[src/rtl/fifo_sync.sv]
//------------------------------------------------------------------------------
// Module      : fifo_sync (with RAM_2Port storage)
// Description : Single-clock FIFO controller wrapping a dual-port RAM, with
//               occupancy count, full/empty/almost flags and ovf/udf pulses.
// Revision    : 1.0 - initial release
//------------------------------------------------------------------------------
`default_nettype none

module RAM_2Port #(
    parameter int WIDTH = 8,
    parameter int DEPTH = 256
) (
    // Write port
    input  logic                     i_wr_clk,
    input  logic [$clog2(DEPTH)-1:0] i_wr_addr,
    input  logic                     i_wr_dv,
    input  logic [WIDTH-1:0]         i_wr_data,
    // Read port
    input  logic                     i_rd_clk,
    input  logic [$clog2(DEPTH)-1:0] i_rd_addr,
    input  logic                     i_rd_en,
    output logic                     o_rd_dv,
    output logic [WIDTH-1:0]         o_rd_data
);

    logic [WIDTH-1:0] r_mem [DEPTH];
    logic [WIDTH-1:0] r_rd_data;
    logic             r_rd_dv;

    always_ff @(posedge i_wr_clk) begin
        if (i_wr_dv) begin
            r_mem[i_wr_addr] <= i_wr_data;
        end
    end

    // Output register is intentionally unreset so it maps onto block RAM.
    always_ff @(posedge i_rd_clk) begin
        r_rd_dv <= i_rd_en;
        if (i_rd_en) begin
            r_rd_data <= r_mem[i_rd_addr];
        end
    end

    assign o_rd_dv   = r_rd_dv;
    assign o_rd_data = r_rd_data;

endmodule

module fifo_sync #(
    parameter int WIDTH    = 8,
    parameter int DEPTH    = 256,
    parameter int AF_LEVEL = DEPTH - 4,
    parameter int AE_LEVEL = 4
) (
    input  logic                   i_clk,
    input  logic                   i_rst,
    // Producer side
    input  logic                   i_wr_dv,
    input  logic [WIDTH-1:0]       i_wr_data,
    // Consumer side
    input  logic                   i_rd_en,
    output logic                   o_rd_dv,
    output logic [WIDTH-1:0]       o_rd_data,
    // Status
    output logic [$clog2(DEPTH):0] o_count,
    output logic                   o_full,
    output logic                   o_empty,
    output logic                   o_af,
    output logic                   o_ae,
    output logic                   o_ovf,
    output logic                   o_udf
);

    localparam int                 c_ADDR_W  = $clog2(DEPTH);
    localparam int                 c_CNT_W   = c_ADDR_W + 1;
    localparam logic [c_CNT_W-1:0] c_DEPTH   = c_CNT_W'(DEPTH);
    localparam logic [c_CNT_W-1:0] c_AF_LVL  = c_CNT_W'(AF_LEVEL);
    localparam logic [c_CNT_W-1:0] c_AE_LVL  = c_CNT_W'(AE_LEVEL);
    localparam logic [c_CNT_W-1:0] c_CNT_ONE = c_CNT_W'(1);
    localparam logic [c_ADDR_W-1:0] c_PTR_ONE = c_ADDR_W'(1);

    logic [c_ADDR_W-1:0] r_wr_ptr;
    logic [c_ADDR_W-1:0] r_rd_ptr;
    logic [c_CNT_W-1:0]  r_count;
    logic                r_full;
    logic                r_empty;
    logic                r_af;
    logic                r_ae;
    logic                r_rd_dv;
    logic                r_ovf;
    logic                r_udf;

    logic                w_wr_acc;
    logic                w_rd_acc;
    logic [c_CNT_W-1:0]  w_count_nxt;
    logic [WIDTH-1:0]    w_ram_rd_data;
    logic                w_unused_ram_rd_dv;

    // Acceptance uses the registered flags, so a full FIFO rejects a write
    // even when a read drains a slot in the same cycle (and vice versa).
    assign w_wr_acc = i_wr_dv & ~r_full;
    assign w_rd_acc = i_rd_en & ~r_empty;

    always_comb begin
        w_count_nxt = r_count;
        case ({w_wr_acc, w_rd_acc})
            2'b10:   w_count_nxt = r_count + c_CNT_ONE;
            2'b01:   w_count_nxt = r_count - c_CNT_ONE;
            default: w_count_nxt = r_count;
        endcase
    end

    // Flags are derived from the next count so they move on the same edge
    // as o_count.
    always_ff @(posedge i_clk or posedge i_rst) begin
        if (i_rst) begin
            r_wr_ptr <= '0;
            r_rd_ptr <= '0;
            r_count  <= '0;
            r_full   <= 1'b0;
            r_empty  <= 1'b1;
            r_af     <= (AF_LEVEL <= 0);
            r_ae     <= 1'b1;
            r_rd_dv  <= 1'b0;
            r_ovf    <= 1'b0;
            r_udf    <= 1'b0;
        end else begin
            if (w_wr_acc) begin
                r_wr_ptr <= r_wr_ptr + c_PTR_ONE;
            end
            if (w_rd_acc) begin
                r_rd_ptr <= r_rd_ptr + c_PTR_ONE;
            end
            r_count <= w_count_nxt;
            r_full  <= (w_count_nxt == c_DEPTH);
            r_empty <= (w_count_nxt == '0);
            r_af    <= (w_count_nxt >= c_AF_LVL);
            r_ae    <= (w_count_nxt <= c_AE_LVL);
            r_rd_dv <= w_rd_acc;
            r_ovf   <= i_wr_dv & r_full;
            r_udf   <= i_rd_en & r_empty;
        end
    end

    // The RAM's own valid is unreset, so the locally reset copy is used.
    RAM_2Port #(
        .WIDTH (WIDTH),
        .DEPTH (DEPTH)
    ) u_ram (
        .i_wr_clk  (i_clk),
        .i_wr_addr (r_wr_ptr),
        .i_wr_dv   (w_wr_acc),
        .i_wr_data (i_wr_data),
        .i_rd_clk  (i_clk),
        .i_rd_addr (r_rd_ptr),
        .i_rd_en   (w_rd_acc),
        .o_rd_dv   (w_unused_ram_rd_dv),
        .o_rd_data (w_ram_rd_data)
    );

    assign o_rd_dv   = r_rd_dv;
    assign o_rd_data = w_ram_rd_data;
    assign o_count   = r_count;
    assign o_full    = r_full;
    assign o_empty   = r_empty;
    assign o_af      = r_af;
    assign o_ae      = r_ae;
    assign o_ovf     = r_ovf;
    assign o_udf     = r_udf;

endmodule

`default_nettype wire
[config.mk]
export PLATFORM = sky130hd
export DESIGN_NAME = fifo_sync
export DESIGN_NICKNAME = d
export VERILOG_FILES = /design/src/rtl/fifo_sync.sv
export SDC_FILE = /design/constraint.sdc
export NUM_CORES = 2
export LEC_CHECK = 0
export BUFFER_PORTS_ARGS = -buffer_cell sky130_fd_sc_hd__buf_2
export CAP_MARGIN = 0
export CORE_UTILIZATION = 37
export CTS_CLUSTER_SIZE = 12
export DETAILED_ROUTE_END_ITERATION = 6
export PLACE_DENSITY_LB_ADDON = 0.25
export SYNTH_ARGS = -nofsm -noshare
export SYNTH_HDL_FRONTEND = slang
export SYNTH_HIERARCHICAL = 1
export SYNTH_SLANG_ARGS = --single-unit
[constraint.sdc]
create_clock -name i_clk -period 6.71 [get_ports i_clk]
set_input_delay 0.671 -clock i_clk [delete_from_list [all_inputs] [get_ports i_clk]]
set_output_delay 0.671 -clock i_clk [all_outputs]
set_load 0.02 [all_outputs]
* After elaboration in Yosys (flattened, before gate mapping) *
Memory sizes are Yosys's and may differ from the RTL's. A register that Yosys moved wholly into a read port is not among the register bits.
Index checks and enable logic that the tools add are counted.

word-level totals
  word-level logic and storage cells = 30
  bits in registers = 32
  RAM bits = 2,048
  input port bits = 12
  memories = 1

cells by class
  bitwise operators = 6
  eq/ne operators = 3
  mux-type cells = 3
  magnitude comparators = 2
  add/subtract/negate cells = 4
  reduce and logical (&&, ||, !) cells = 1

memories
  name         depth  bits a word  read ports  clocked after Yosys merged registers in  wr ports  line  RTL
  u_ram.r_mem  256    8            1           1                                        1         26    logic [WIDTH-1:0] r_mem [DEPTH];

operator list
  kind                   number
  $pmux W9 S2            1
  $add A8 B1 Y8 const B  2
  $add A9 B1 Y9 const B  1
  $eq A9 B9 Y1 const B   1
  $ge A9 B8 Y1 const B   1
  $le A9 B3 Y1 const B   1
  $logic_not A9 Y1       1
  $sub A9 B1 Y9 const B  1
  $and A1 B1 Y1          4
  $eq A2 B1 Y1 const B   1
  $eq A2 B2 Y1 const B   1
  $mux W1                2
  $not A1 Y1             2

* Longest topological paths before layout *
  word-level depth = 5
  mapped depth = 13
  depth with buffers taken out = 13

* Cells and area by module *
Netlist, hierarchy kept.

by module, submodules not included
  module     area each (sq um)  cells each  instances
  RAM_2Port  79,656.4           3,734       1
  fifo_sync  1,884.3            190         1

* Worst setup path after synthesis *
Ideal clock, no wire load.

  kind = input-to-reg
  start point = in i_rd_en
  end point = reg r_empty (netlist: o_empty)
  arrival time = 2.562 ns
  cell stages on the path = 9
  path slack = 4.066 ns
  path through = nand2b_4 -> buf_6 -> inv_1 -> ha_1 -> clkbuf_1 -> mux2_2 -> or2_2 -> or2_2 -> nor3_1

between the ends
  longest elaborated chain between the ends = 4
  elaborated cells between the ends (all ways) = 5
  those cells by class = 2 x eq/ne; 1 x mux; 1 x bitwise; 1 x reduce/logical

ends and longest elaborated chain
  element                                       line  RTL
  start: declaration                            61    input logic i_rd_en,
  $and A1 B1 Y1 (*)                             102   assign w_rd_acc = i_rd_en & ~r_empty;
  $eq A2 B1 Y1 or $eq A2 B2 Y1 (tied branches)  106   case ({w_wr_acc, w_rd_acc})
  $pmux W9 S2 (*)                               106
  via w_count_nxt[1]                            95    logic [c_CNT_W-1:0] w_count_nxt;
  $logic_not A9 Y1 (*)                          136   r_empty <= (w_count_nxt == '0);
  end signal: assignment                        136
  end: declaration                              86    logic r_empty;

Mark *: on every way through the listed nets, which the timed path passes. The rest lies on a longest branch.
A chain may end at the register's enable or synchronous reset.

==> flow_metrics.tcl <==
set metrics [dict create \
    status "finished with violations" \
    violations "max-capacitance violations, max-slew violations" \
    clk_latency_ns 0.86 \
    fin_ws_ns 1.702 \
    p_leak_uw 0.02780 \
    areaGrowthSynthToFinish_pct 11.84 \
    internal_power_uw 24500 \
    start_util_pct 37.39 \
    maxCapViolCount 1 \
    power_frac_clock_pct 30.8 \
    dp.cells 6661 \
    cp.required_ns 7.24 \
    p_switching_uw 11020 \
    syn_area_per_cell_um2 20.78 \
    instances_no_fill 7035 \
    antenna_found_initial 8 \
    period_share_pct 74.64 \
    drt-initial-drc-count 4733 \
    critical_path_class "reg -> reg" \
    grt_pass1_vias 39850 \
    final_max_slew_viol_count 19 \
    worst_pin_slew_ns 1.595 \
    maxSlewHeadroom_pct -7.334 \
    cp_data_arrival_time_ns 5.54 \
    grt_max_degree 199 \
    vias_per_cell 5.677 \
    hp-class "in -> reg" \
    crit_fanout 25 \
    worst-r2r-cell-count 8 \
    final_common_cell "edfxtp_1" \
    cts_tree "built" \
    post_drt_wl_per_cell_um 29.43 \
    rsz0062_at_grt "false" \
    nets 4039 \
    die_area_um2 222200 \
    yosys_warnings 6 \
    grt_overflow 0 \
    firstDrtPassIters 5 \
    finalSetupTns_ns 0 \
    cts.sinks 2088 \
    combPwrFrac_pct 26.9 \
    final_layout_size_suffix_gt1_share_pct 21.55 \
    drt_wl_total_mm 207.0 \
    power_density_nw_per_um2 389.5 \
    synthCells 3923 \
    min_to "o_udf$_DFF_PP0_" \
    startpoint "r_rd_ptr[0]$_DFFE_PP0P_" \
    cts_root_buf "clkbuf_16" \
    die_height_um 471.4 \
    layout_common_cells "edfxtp_1 (2056), mux4_2 (454), nor2_1 (290)" \
    die_w_um 471.4 \
    postSynthNetCount 3939 \
    dp_hpwl_mm 122.9 \
    vdd_drop_max_v 0.0002441 \
    timing.rr.start "r_rd_ptr[0]$_DFFE_PP0P_" \
    cp-start-kind "flop" \
    timing.final.crit_period_ns 5.008 \
    rows 171 \
    place_worst_setup_slack_ns 1.642 \
    p_sw_share_pct 31.02 \
    htreeDepth 4 \
    fin_util_pct 41.82 \
    end_kind "flop" \
    totalPowerFinal_uw 35510 \
    setup_violations 0 \
    holdPathStages 2 \
    ios 36 \
    grt_usage_pct 18.44 \
    reg2reg_slack_ns 1.70 \
    place_congestion 0.7987 \
    finClkSkew_ns 0.03900 \
    syn_area_um2 81520 \
    io_buffers 35 \
    cts_buffers 213 \
    min-delay-start "i_rd_en" \
    grt_pass1_wl_mm 295.2 \
    via_count 39940 \
    hold_viol_final 0 \
    max_freq_ghz 0.1997 \
    core_um2 218000 \
    clock_path_buffers 3 \
    ant_nets 0 \
    crit-reg2reg-capture "u_ram/o_rd_data[5]$_DFFE_PP_" \
    drc 0 \
    clk_pin_slew_worst_paths_ns 0.06 \
    cts_setup_buffers 0 \
    seq_power_share_pct 42.3 \
]
==> per-layer routing <==
layer  wire length [um]  GRT usage, %  up-vias
li1                   -             -    16550
met1              87340         25.80    21530
met2              97770         28.58     1584
met3              16530         4.279      275
met4               5354         5.647        2
met5                 13             0        -
==> worst max path at each step <==
stage,endpoint
6_report,u_ram/o_rd_data[5]$_DFFE_PP_
4_1_cts,u_ram/o_rd_data[5]$_DFFE_PP_
5_1_grt,u_ram/o_rd_data[5]$_DFFE_PP_
3_3_place_gp,u_ram/o_rd_data[5]$_DFFE_PP_
3_5_place_dp,u_ram/o_rd_data[5]$_DFFE_PP_
2_1_floorplan,o_empty$_DFF_PP1_
==> flip-flops by register name, summed over array words and instances (netlist names) <==
name,flops
u_ram/r_mem,2048
o_count,9
r_rd_ptr,8
r_wr_ptr,8
u_ram/o_rd_data,8
o_ae,1
o_af,1
o_empty,1
o_full,1
o_ovf,1
o_rd_dv,1
o_udf,1
==> power by group through the flow <==
stage                     Clock [uW]  Sequential, uW  Combinational (uW)
final                          10900           15000                9540
after global routing           11600           15100               10000
after CTS                      11200           15000                9620
after detailed placement           0           15300                9580
after global placement             0           15300                9590
after floorplan                    0           15000                6630
==> stage by stage <==
stage | instance area [um2] | hold WS (ns)
after floorplan | 81520 | 0.4742
after global placement | 84810 | 0.4919
after detailed placement | 84810 | 0.5084
after CTS | 91160 | 0.04341
after global routing | 91160 | 0.09376
final | 91170 | 0.1074
==> critical path, cell delays in order, from the launching register on <==
cell	delay, ns
dfrtp_4	0.84
buf_12	0.35
buf_4	0.41
mux4_2	0.58
a22o_1	0.27
a221oi_1	0.75
o32ai_1	0.25
nor3_1	0.92
nor4_1	0.26
==> cell type report <==
type	count	area, um2
repair buffers	130	1159
well taps	2854	3571
clock buffers	297	5771
inverters	14	60.06
clock inverters	71	563.0
fillers	18790	126900
multi-input cells	1576	17470
flip-flops and latches	2088	62560
diodes	5	12.51
==> what timing repair did <==
action | CTS | global route
hold buffers | 1 | 0
hold endpoints to repair | 30 | 0
gates resized for setup | 0 | 0
No activity file was read; power rests on OpenSTA's default activity.
